`src/rtl/bmul_pkg.sv`:
```
// Shared types and helpers for the sequential shift-add multiplier.
package bmul_pkg;

  typedef enum logic [1:0] {IDLE, BUSY, DONE} state_t;

  localparam int unsigned BMUL_INWD_DEF = 8;
  localparam int unsigned BMUL_MAXW     = 64;

  // Conditional two's-complement negate; callers size in/out with casts.
  function automatic logic [BMUL_MAXW-1:0] bmul_cneg(input logic [BMUL_MAXW-1:0] x,
                                                     input logic                 neg);
    return neg ? (~x + BMUL_MAXW'(1)) : x;
  endfunction

endpackage

```
`src/rtl/bmul_ctrl.sv`:
```
// Sequencer for bmul_seq: IDLE/BUSY/DONE FSM, iteration counter and handshake strobes.
module bmul_ctrl
  import bmul_pkg::*;
#(
  parameter  int unsigned INWD = BMUL_INWD_DEF,
  localparam int unsigned CNTW = $clog2(INWD)
) (
  input  logic            clk,
  input  logic            rst,
  input  logic            valid_in,
  input  logic            ready_in,
  output logic            ready_out,
  output logic            valid_out,
  output logic            load,
  output logic            step,
  output logic            done,
  output logic [CNTW-1:0] cnt
);

  state_t          state_q, state_d;
  logic [CNTW-1:0] cnt_q, cnt_d;
  logic            valid_q, valid_d;

  always_ff @(posedge clk) begin
    if (rst) begin
      state_q <= IDLE;
      cnt_q   <= '0;
      valid_q <= 1'b0;
    end else begin
      state_q <= state_d;
      cnt_q   <= cnt_d;
      valid_q <= valid_d;
    end
  end

  always_comb begin
    state_d   = state_q;
    cnt_d     = cnt_q;
    valid_d   = valid_q;
    ready_out = 1'b0;
    load      = 1'b0;
    step      = 1'b0;
    done      = 1'b0;
    case (state_q)
      IDLE: begin
        // Ready is held low for as long as reset is asserted.
        ready_out = !rst;
        load      = valid_in && !rst;
        if (load) begin
          state_d = BUSY;
          cnt_d   = '0;
        end
      end
      BUSY: begin
        step  = 1'b1;
        cnt_d = cnt_q + CNTW'(1);
        if (cnt_q == CNTW'(INWD - 1)) begin
          done    = 1'b1;
          valid_d = 1'b1;
          cnt_d   = '0;
          state_d = DONE;
        end
      end
      DONE: begin
        if (valid_q && ready_in) begin
          valid_d = 1'b0;
          state_d = IDLE;
        end
      end
      default: state_d = IDLE;
    endcase
  end

  assign valid_out = valid_q;
  assign cnt       = cnt_q;

endmodule

```
`src/rtl/bmul_seq.sv`:
```
// Radix-2 shift-add multiplier, one partial product per clock, valid/ready on both sides.
// Define BMUL_SIGNED_EN to add the per-operation iSigned two's-complement mode.
module bmul_seq
  import bmul_pkg::*;
#(
  parameter  int unsigned INWD = BMUL_INWD_DEF,
  localparam int unsigned CNTW = $clog2(INWD),
  localparam int unsigned PW   = 2 * INWD
) (
  input  logic            clk,
  input  logic            rst,
  input  logic            iValid,
  output logic            oReady,
  input  logic [INWD-1:0] iA,
  input  logic [INWD-1:0] iB,
`ifdef BMUL_SIGNED_EN
  input  logic            iSigned,
`endif
  output logic            oValid,
  input  logic            iReady,
  output logic [PW-1:0]   oC
);

  logic            load, step, done;
  logic [CNTW-1:0] cnt;

  logic [INWD-1:0] mcand_q, mcand_d;
  logic [INWD-1:0] mplier_q, mplier_d;
  logic [PW-1:0]   acc_q, acc_d;
  logic [PW-1:0]   oc_q, oc_d;
  logic [PW-1:0]   addend_c, sum_c;
`ifdef BMUL_SIGNED_EN
  logic            neg_q, neg_d;
  logic            sa_c, sb_c;
`endif

  bmul_ctrl #(.INWD(INWD)) u_ctrl (
    .clk       (clk),
    .rst       (rst),
    .valid_in  (iValid),
    .ready_in  (iReady),
    .ready_out (oReady),
    .valid_out (oValid),
    .load      (load),
    .step      (step),
    .done      (done),
    .cnt       (cnt)
  );

  assign addend_c = mplier_q[0] ? (PW'(mcand_q) << cnt) : '0;
  assign sum_c    = acc_q + addend_c;

  always_comb begin
    mcand_d  = mcand_q;
    mplier_d = mplier_q;
    acc_d    = acc_q;
    oc_d     = oc_q;
`ifdef BMUL_SIGNED_EN
    neg_d    = neg_q;
    sa_c     = iSigned && iA[INWD-1];
    sb_c     = iSigned && iB[INWD-1];
`endif
    if (load) begin
`ifdef BMUL_SIGNED_EN
      // Magnitudes fit in INWD unsigned bits, including -2^(INWD-1).
      mcand_d  = INWD'(bmul_cneg(BMUL_MAXW'($signed(iA)), sa_c));
      mplier_d = INWD'(bmul_cneg(BMUL_MAXW'($signed(iB)), sb_c));
      neg_d    = sa_c ^ sb_c;
`else
      mcand_d  = iA;
      mplier_d = iB;
`endif
      acc_d    = '0;
    end else if (step) begin
      acc_d    = sum_c;
      mplier_d = mplier_q >> 1;
      if (done) begin
`ifdef BMUL_SIGNED_EN
        oc_d = PW'(bmul_cneg(BMUL_MAXW'(sum_c), neg_q));
`else
        oc_d = sum_c;
`endif
      end
    end
  end

  always_ff @(posedge clk) begin
    if (rst) begin
      mcand_q  <= '0;
      mplier_q <= '0;
      acc_q    <= '0;
      oc_q     <= '0;
`ifdef BMUL_SIGNED_EN
      neg_q    <= 1'b0;
`endif
    end else begin
      mcand_q  <= mcand_d;
      mplier_q <= mplier_d;
      acc_q    <= acc_d;
      oc_q     <= oc_d;
`ifdef BMUL_SIGNED_EN
      neg_q    <= neg_d;
`endif
    end
  end

  assign oC = oc_q;

endmodule

```
`config.mk`:
```
export PLATFORM = sky130hd
export DESIGN_NAME = bmul_seq
export DESIGN_NICKNAME = d
export VERILOG_FILES = /design/src/rtl/bmul_pkg.sv /design/src/rtl/bmul_ctrl.sv /design/src/rtl/bmul_seq.sv
export SDC_FILE = /design/constraint.sdc
export NUM_CORES = 1
export LEC_CHECK = 0
export BUFFER_PORTS_ARGS = -buffer_cell sky130_fd_sc_hd__buf_2
export CORE_ASPECT_RATIO = 0.5
export CORE_UTILIZATION = 51
export CTS_CLUSTER_SIZE = 16
export DETAILED_ROUTE_END_ITERATION = 8
export PLACE_DENSITY = 0.71
export RECOVER_POWER = 100
export SYNTH_ARGS = -nofsm -noshare
export SYNTH_HDL_FRONTEND = slang
export SYNTH_SLANG_ARGS = --single-unit
```
`constraint.sdc`:
```
create_clock -name clk -period 4.6 [get_ports clk]
set_input_delay 0.46 -clock clk [delete_from_list [all_inputs] [get_ports clk]]
set_output_delay 0.46 -clock clk [all_outputs]
set_load 0.05 [all_outputs]
```
==> flow_metrics.py, run 1 <==
metrics = {
    "run_status": {
        "outcome": "complete, but fails checks",
        "violations": "capacitance limit, slew limit",
    },
    "global_routing": {
        "grt_pass1_vias": 2720,
        "grt_max_degree": 49,
        "grt.overflow.total": 0,
        "grt_pass1_wl_um": 12880,
        "antenna_found_initial": 0,
        "grt_usage_pct": 25.98,
    },
    "synth": {
        "async_flop_share_pct": 0,
        "synthTopCellsByCount": "nand2_1, dfxtp_1, a21oi_1, nor2_1, nand3_1",
        "postSynthCellCount": 403,
        "syn_area_um2": 3138,
        "synth-edff-count": 0,
        "yosysWarnings": 0,
        "synth-seq-cells": 54,
        "synth_compound_area_share_pct": 21.57,
        "synth_top_flop_cell": "dfxtp_1",
        "synthAdderAreaFrac_pct": 7.416,
        "synth_top_family_by_area": "simple AND/OR/NAND/NOR gates",
        "yosysUniqueCellTypes": 55,
        "synthSimpleGateAreaFrac_pct": 24.84,
        "synth_area_leaders": "dfxtp_1, nand2_1, a21oi_1",
        "syn_nets": 441,
        "avgSynthCellArea_um2": 7.787,
        "ys_seq_area_share_pct": 34.45,
        "synth_most_common_cell": "nand2_1",
        "synth_mux_area_share_pct": 4.944,
        "synth-xor-area-share_pct": 2.791,
        "yosysTopAreaCellShare_pct": 34.45,
        "synth_area_leader_cell": "dfxtp_1",
    },
    "finish": {
        "diodes": 0,
        "num-fill-cells": 532,
        "syn_to_final_growth_pct": 9.769,
        "multi_input_area_um2": 1904,
        "seqCellArea_um2": 1081,
        "drive_above_1_share_pct": 8.274,
        "final_util_pct": 60.37,
        "fin_nets": 461,
        "layout.cells.non_filler": 496,
    },
    "pwr": {
        "total_power_mw": 1.013,
        "p_per_area_nw_per_um2": 294.0,
        "leakagePower_nw": 1.341,
        "ir_drop_mv": 0.1712,
    },
    "setup_path": {
        "crit_start": "u_ctrl.cnt[1]",
        "cp_num_cells": 10,
        "critPathMaxFanout": 15,
        "r2r.worst_path.cells": 10,
        "crit_path_end_kind": "flop",
        "cp_slowest_cell": "dfxtp_1",
        "crit_type": "reg2reg",
        "worst_r2r_endpoint": "oC[15]",
        "critPathArrivalTime_ns": 3.79,
        "timing.rr.start": "u_ctrl.cnt[1]",
        "crit_path_start_kind": "flop",
        "crit_buf_inv": 0,
        "crit_end": "oC[15]",
        "critPathTopFamily": "compound AO/OA/AOI/OAI gates",
        "rrSetupSlack_ns": 0.91,
        "worstPathRequired_ns": 4.70,
        "cpPeakStageDelay_ns": 0.68,
        "worstPathCellList": "mux2_1 -> and2_1 -> o311a_1 -> ha_1 -> a21o_1 -> a31o_2 -> a31oi_1 -> o211ai_1 -> a211oi_1 -> nor4_2",
    },
    "drt": {
        "drt_pass1_iterations": 4,
        "vias_per_cell": 5.845,
        "ant_nets": 0,
        "wl_um": 7911,
        "drt_iter0_drc": 258,
        "drc": 0,
        "wl_per_cell_um": 15.95,
        "route.vias.total": 2899,
    },
    "cts": {
        "cts.repair.resized": 0,
        "cts.clk_slew.worst_paths_ns": 0.07,
        "cts_tree": "built",
        "clock-root-buffer": "clkbuf_16",
        "numCtsBuffers": 5,
        "cts_htree_levels": 2,
        "cts_setup_buffers": 0,
        "clock_latency_ns": 0.30,
        "cts.sinks": 54,
        "cts_buffer_depth": 2,
        "ctsHoldBuffers": 0,
    },
    "floorplanning": {
        "ios": 38,
        "rows": 19,
        "fp.coreArea_um2": 5705,
        "die_w_um": 112.9,
        "die_area_um2": 6490,
        "initial_core_util_pct": 55.00,
        "die_h_um": 57.47,
    },
    "sta": {
        "rsz0062_at_grt": "false",
        "setup_viol": 0,
        "max_freq_mhz": 271.0,
        "slew_violations": 49,
        "setup_tns_ns": 0,
        "min_period_ns": 3.690,
        "fin_crit_sh_pct": 80.21,
        "final.setup_skew_ns": 0.007941,
        "worst_pin_slew_ns": 2.047,
        "hold_violations": 0,
        "final.setup.worst_slack_ns": 0.9105,
        "relSlewSlack_pct": -36.45,
    },
    "placement": {
        "placed_cells": 489,
        "dpl.hpwl_um": 5593,
        "port_buffers": 37,
        "pre_cts_ws_ns": 1.236,
        "gp_congestion": 0.9490,
    },
    "hold_path": {
        "min_from": "iA[2]",
        "min_path_type": "in2reg",
    },
    "job": {
        "cap_violations": 1,
    },
}
-- placed cells by master (no fill, tap or decap), types with 7 or more instances in the layout --
cell	instances
nor2_1	35
dfxtp_1	54
ha_1	17
nand2_1	77
buf_2	18
a21oi_1	51
o21ai_0	13
a211oi_1	7
clkbuf_1	19
nand3_1	20
mux2i_1	11
-- cells by family (layout without fill, tap and decap cells) --
family | Yosys count | after routing
buf+inv | 32 | 52
fa+ha+maj | 18 | 18
xor+xnor | 10 | 10
mux | 15 | 15
compound gates | 104 | 104
flops | 54 | 54
simple gates | 170 | 170
-- worst min-delay path by stage --
stage / end / slack [ns] / cells after the start
after floorplan: acc_q[11] / 0.44 / 2
after global placement: oC[11] / 0.44 / 2
after detailed placement: oC[5] / 0.45 / 2
after CTS: mcand_q[2] / 0.40 / 3
after global routing: mplier_q[7] / 0.41 / 3
final: mcand_q[2] / 0.40 / 3
-- cell type report --
cell class	count	area share (%)
inverters	6	0.6538
repair buffers	39	5.122
well taps	73	2.652
flip-flops and latches	54	31.38
clock inverters	1	0.8718
clock buffers	6	4.032
multi-input cells	317	55.29
-- tightest hold or removal path, cell delays in order --
cell     delay (ns)
buf_2          0.09
nand2_1        0.04
a21oi_1        0.05
-- where the power goes --
part	switching [mW]	total, mW	internal [mW]
Combinational	0.0540	0.0822	0.0283
Sequential	0.0132	0.490	0.477
Clock	0.171	0.440	0.269
Total	0.238	1.01	0.774
-- stage by stage --
step	area, um2	hold WS, ns
finish	3445	0.3982
detailed placement	3327	0.4487
global placement	3327	0.4369
global route	3445	0.4122
CTS	3496	0.3958
floorplan	3138	0.4362
-- registers in the layout (all words and copies together) (netlist names) --
register,flops
acc_q,16
mcand_q,8
mplier_q,8
oC,16
u_ctrl.cnt,3
u_ctrl.state_q,2
u_ctrl.valid_out,1
-- routing by layer --
metal	track usage (%)	wire length (um)	vias up
li1	-	-	1456
met1	36.77	3912	1347
met2	40.21	3365	91
met3	5.739	579	5
met4	7.143	53	0
met5	0	0	-
Power figures use the tool's default switching activity.
==> run 2: changes to the inputs <==
- clock period: 4.6 -> 3.6 ns (I/O delays scaled with it)
==> run 2 against run 1 <==
  * The flow now finishes without violations
  * First-iteration DRC count is 26% lower
  * Sequential share of layout area is 0.20 points lower
  * Clock-buffer cell count is 1 lower
  * Maximum frequency is 9.0% higher
  * Critical endpoint unchanged
==> flow_metrics.py, run 2 (synthesis gave the netlist of run 1 again) <==
metrics = {
    "cts": {
        "numCtsBuffers": 5,
        "cts.clk_slew.worst_paths_ns": 0.08,
        "cts_tree": "built",
        "cts_setup_buffers": 0,
        "cts.repair.resized": 0,
        "cts_buffer_depth": 2,
        "cts.sinks": 54,
        "cts_htree_levels": 2,
        "clock-root-buffer": "clkbuf_16",
        "ctsHoldBuffers": 0,
        "clock_latency_ns": 0.30,
    },
    "finish": {
        "diodes": 0,
        "seqCellArea_um2": 1081,
        "num-fill-cells": 542,
        "layout.cells.non_filler": 499,
        "layout_common_cells": "nand2_1, dfxtp_1, a21oi_1",
        "drive_above_1_share_pct": 10.09,
        "syn_to_final_growth_pct": 10.49,
        "mostFrequentLayoutCell": "nand2_1",
        "multi_input_area_um2": 1932,
        "fin_nets": 463,
    },
    "sta": {
        "relSlewSlack_pct": 29.69,
        "min_period_ns": 3.386,
        "worst_pin_slew_ns": 1.051,
        "holdWs_ns": 0.2926,
        "max_freq_mhz": 295.3,
        "slew_violations": 0,
        "setup_viol": 0,
        "hold_violations": 0,
        "rsz0062_at_grt": "false",
        "fin_crit_sh_pct": 94.06,
        "setup_tns_ns": 0,
        "final.setup.worst_slack_ns": 0.2139,
        "final.setup_skew_ns": 0.01234,
    },
    "global_routing": {
        "grt.overflow.total": 0,
        "grt_pass1_vias": 2543,
        "grt_max_degree": 49,
        "grt_pass1_wl_um": 12500,
        "grt_usage_pct": 25.21,
        "antenna_found_initial": 0,
    },
    "placement": {
        "gp_congestion": 0.8998,
        "placed_cells": 491,
        "dpl.hpwl_um": 5555,
        "port_buffers": 37,
        "pre_cts_ws_ns": 0.2572,
    },
    "floorplanning": {
        "die_area_um2": 6490,
        "initial_core_util_pct": 55.00,
        "fp.coreArea_um2": 5705,
        "rows": 19,
        "die_h_um": 57.47,
        "die_w_um": 112.9,
        "ios": 38,
    },
    "pwr": {
        "switching_power_mw": 0.3189,
        "clkPwrFrac_pct": 40.3,
        "combPwrFrac_pct": 8.6,
        "internal_power_mw": 0.9072,
        "p_per_area_nw_per_um2": 353.7,
        "leakagePower_nw": 1.347,
        "sw_frac_of_total_pct": 26.01,
        "seq_power_share_pct": 51.1,
        "ir_drop_mv": 0.2482,
    },
    "setup_path": {
        "critPathTopFamily": "compound AO/OA/AOI/OAI gates",
        "critPathMaxFanout": 15,
        "crit_start": "u_ctrl.cnt[1]",
        "timing.rr.start": "u_ctrl.cnt[1]",
        "crit_type": "reg2reg",
        "crit_path_end_kind": "flop",
        "crit_buf_inv": 0,
        "worstPathCellList": "mux2_2 -> and2_1 -> o311a_1 -> ha_1 -> a21o_1 -> a31o_2 -> a31oi_4 -> o211ai_2 -> a211oi_1 -> nor4_2",
        "crit_path_start_kind": "flop",
        "critPathArrivalTime_ns": 3.54,
        "cp_slowest_cell": "dfxtp_1",
        "cpPeakStageDelay_ns": 0.69,
        "worstPathRequired_ns": 3.75,
    },
    "hold_path": {
        "min_from": "iB[7]",
        "min_path_type": "in2reg",
    },
    "drt": {
        "drt_pass1_iterations": 5,
        "maxUsedRoutingLayer": "met4",
        "wl_met3_um": 508,
        "wl_met2_um": 3066,
        "vias_per_cell": 5.828,
        "drc": 0,
        "wl_per_cell_um": 15.34,
        "ant_nets": 0,
        "wl_um": 7657,
        "wl_met1_um": 4024,
        "drt_iter0_drc": 192,
        "route.vias.total": 2908,
    },
    "run_status": {
        "outcome": "complete, no violations",
    },
    "job": {
        "cap_violations": 0,
    },
}
## run 2: cell types whose count changed in the layout (fill, tap and decap cells not counted), sizes merged
| cell | delta |
|---|---|
| bufinv | -1 |
| clkbuf | -1 |
| buf | +2 |
| clkinv | +3 |
## run 2: metal layers
metal  vias up  global-route usage (%)
met1      1347                   36.93
met4         0                   6.391
met2        90                   37.48
li1       1464                       -
met5         -                       0
met3         7                   5.739
## run 2: final timing paths
kind	endpoint	slack, ns	depth (start not counted)
worst max-delay path	oC[15]	0.21	10
worst min-delay path	mplier_q[7]	0.29	3
worst max register to register	oC[15]	0.21	10
worst min register to register	oC[11]	0.45	2
## run 2: layout make-up
class | instances | share of cell area [%]
flip-flops and latches | 54 | 31.18
inverters | 6 | 0.6496
clock inverters | 3 | 0.7578
multi-input cells | 317 | 55.72
clock buffers | 5 | 3.609
repair buffers | 41 | 5.449
well taps | 73 | 2.634
## run 2: worst min-delay path: cells and delay by family
family / cells / cell delay (ns)
and+or+nand+nor: 1 / 0.05
AOI/OAI and AO/OA: 1 / 0.05
buffers and inverters: 1 / 0.09
## run 2: through the flow
stage / util (%) / instance area, um2 / total power [mW]
2_1_floorplan: - / 3138 / 0.7118
3_3_place_gp: 58.57 / 3342 / 0.7396
3_5_place_dp: 58.57 / 3342 / 0.7446
4_1_cts: 61.23 / 3493 / 1.229
5_1_grt: 60.77 / 3467 / 1.275
6_report: 60.77 / 3467 / 1.226
## run 2: power groups by stage
stage	combinational [mW]	sequential (mW)	clock, mW
finish	0.105	0.626	0.494
global placement	0.101	0.639	0
CTS	0.106	0.626	0.498
floorplan	0.0836	0.628	0
global route	0.117	0.628	0.530
detailed placement	0.105	0.640	0
==> run 3: changes to the inputs <==
- clock period: 3.6 -> 3.4 ns (I/O delays scaled with it)
==> run 3 against run 2 <==
  * Hold slack worse by 0.013 ns
  * Sequential cell count stayed put
  * Sequential share of layout area is 0.070 points higher
  * Worst setup slack worse by 0.014 ns
  * Sequential power is 5.8% higher
  * Critical path depth stayed put
  * Routed wire length is 0.68% higher
  * Non-clock buffer count is 1 higher
  * Maximum frequency is 5.8% higher
  * Highest routed layer unchanged
==> flow_metrics.py, run 3 (synthesis gave the netlist of run 1 again) <==
metrics = {
    "global_routing": {
        "grt_max_degree": 49,
        "grt_pass1_vias": 2457,
        "antenna_found_initial": 0,
        "grt_pass1_wl_um": 12220,
        "grt.overflow.total": 0,
        "grt_usage_pct": 24.81,
    },
    "run_status": {
        "outcome": "complete, no violations",
    },
    "finish": {
        "mostFrequentLayoutCell": "nand2_1",
        "num-fill-cells": 547,
        "layout_common_cells": "nand2_1, dfxtp_1, a21oi_1",
        "drive_above_1_share_pct": 10.30,
        "syn_to_final_growth_pct": 10.37,
        "diodes": 0,
        "final_area_um2": 3463,
        "fin_nets": 464,
    },
    "sta": {
        "relSlewSlack_pct": 34.06,
        "slew_violations": 0,
        "hold_violations": 0,
        "fin_crit_sh_pct": 94.12,
        "setup_tns_ns": 0,
        "worst_pin_slew_ns": 0.9854,
        "setup_viol": 0,
        "max_freq_mhz": 312.5,
        "min_period_ns": 3.200,
        "rsz0062_at_grt": "false",
        "final.setup_skew_ns": 0.006870,
    },
    "drt": {
        "wl_um": 7709,
        "drt_pass1_iterations": 5,
        "ant_nets": 0,
        "wl_per_cell_um": 15.42,
        "vias_per_cell": 5.806,
        "route.vias.total": 2903,
        "drt_iter0_drc": 163,
        "drc": 0,
    },
    "cts": {
        "numCtsBuffers": 5,
        "cts.sinks": 54,
        "cts_buffer_depth": 2,
        "cts_tree": "built",
        "clock_latency_ns": 0.29,
        "cts_htree_levels": 2,
        "clock-root-buffer": "clkbuf_16",
        "cts_setup_buffers": 0,
        "cts.clk_slew.worst_paths_ns": 0.07,
    },
    "floorplanning": {
        "ios": 38,
        "initial_core_util_pct": 55.00,
        "rows": 19,
        "die_area_um2": 6490,
        "fp.coreArea_um2": 5705,
        "die_h_um": 57.47,
        "die_w_um": 112.9,
    },
    "pwr": {
        "sw_frac_of_total_pct": 24.49,
        "internal_power_mw": 0.9771,
        "ir_drop_mv": 0.2597,
        "seq_power_share_pct": 51.1,
        "combPwrFrac_pct": 8.8,
        "leakagePower_nw": 1.351,
        "switching_power_mw": 0.3168,
        "clkPwrFrac_pct": 40.1,
        "p_per_area_nw_per_um2": 373.6,
    },
    "placement": {
        "port_buffers": 37,
        "gp_congestion": 0.8921,
        "dpl.hpwl_um": 5531,
        "placed_cell_area_um2": 3349,
    },
    "setup_path": {
        "crit_path_end_kind": "flop",
        "crit_buf_inv": 0,
        "cp_slowest_cell": "dfxtp_2",
        "crit_type": "reg2reg",
        "cpPeakStageDelay_ns": 0.50,
        "worstPathCellList": "mux2_2 -> and2_1 -> o311a_1 -> ha_1 -> a21o_1 -> a31o_2 -> a31oi_2 -> o211ai_2 -> a211oi_1 -> nor4_2",
        "crit_path_start_kind": "flop",
        "worstPathRequired_ns": 3.55,
        "critPathTopFamily": "compound AO/OA/AOI/OAI gates",
        "critPathArrivalTime_ns": 3.35,
        "critPathMaxFanout": 15,
    },
    "hold_path": {
        "min_path_type": "in2reg",
    },
    "job": {
        "cap_violations": 0,
    },
}
==> run 3: cell types whose count changed in the layout (fill, tap and decap cells not counted), sizes merged <==
cell and delta:
buf +1, clkinv -2, clkbuf +2
==> run 3: final cells by class <==
class	count	area (um2)	share of cell area (%)
timing repair buffer	42	196.4	5.672
tap	73	91.34	2.637
inverter	6	22.52	0.6503
clock inverter	1	5.005	0.1445
multi-input combinational	317	1923	55.53
sequential	54	1082	31.25
clock buffer	7	142.6	4.119
==> run 3: worst min-delay path: stages <==
cell and delay, ns:
buf_2 0.10, nand2_1 0.04, a21oi_1 0.05
==> run 3: final timing paths <==
| check | cells past startpoint | to | start | slack (ns) |
|---|---|---|---|---|
| min reg2reg | 2 | oC[6] | oC[6] | 0.45 |
| max reg2reg | 10 | oC[15] | u_ctrl.cnt[1] | 0.20 |
| min | 3 | mcand_q[0] | iA[0] | 0.28 |
| max | 10 | oC[15] | u_ctrl.cnt[1] | 0.20 |
==> run 3: per-stage QoR <==
| step | total power [mW] | cells | hold slack (ns) | worst slack, ns | util (%) |
|---|---|---|---|---|---|
| floorplan | 0.7537 | 403 | 0.4362 | 0.3203 | - |
| global placement | 0.7842 | 492 | 0.4357 | 0.1806 | 58.71 |
| detailed placement | 0.7885 | 492 | 0.4442 | 0.1176 | 58.71 |
| CTS | 1.305 | 500 | 0.2749 | 0.09776 | 61.29 |
| global route | 1.341 | 500 | 0.2984 | 0.01071 | 60.70 |
| finish | 1.294 | 500 | 0.2801 | 0.2001 | 60.70 |
==> run 3: per-layer routing <==
layer | share of wire (%) | track usage (%) | vias to the layer above
li1 | - | - | 1472
met5 | 0 | 0 | -
met1 | 52 | 36.63 | 1330
met2 | 40 | 36.24 | 97
met4 | 0.66 | 6.203 | 0
met3 | 7.3 | 6.057 | 4
==> run 3: power groups by stage <==
| stage | logic [mW] | clock network (mW) | registers (mW) |
|---|---|---|---|
| floorplan | 0.0886 | 0 | 0.665 |
| global placement | 0.109 | 0 | 0.675 |
| detailed placement | 0.113 | 0 | 0.676 |
| CTS | 0.113 | 0.531 | 0.661 |
| global route | 0.125 | 0.552 | 0.663 |
| finish | 0.114 | 0.519 | 0.662 |
==> run 3: repair_timing <==
item / in CTS / in global routing
endpoints found under the setup margin: 0 / 6
hold buffers: 0 / 0
resized for setup: 0 / 1
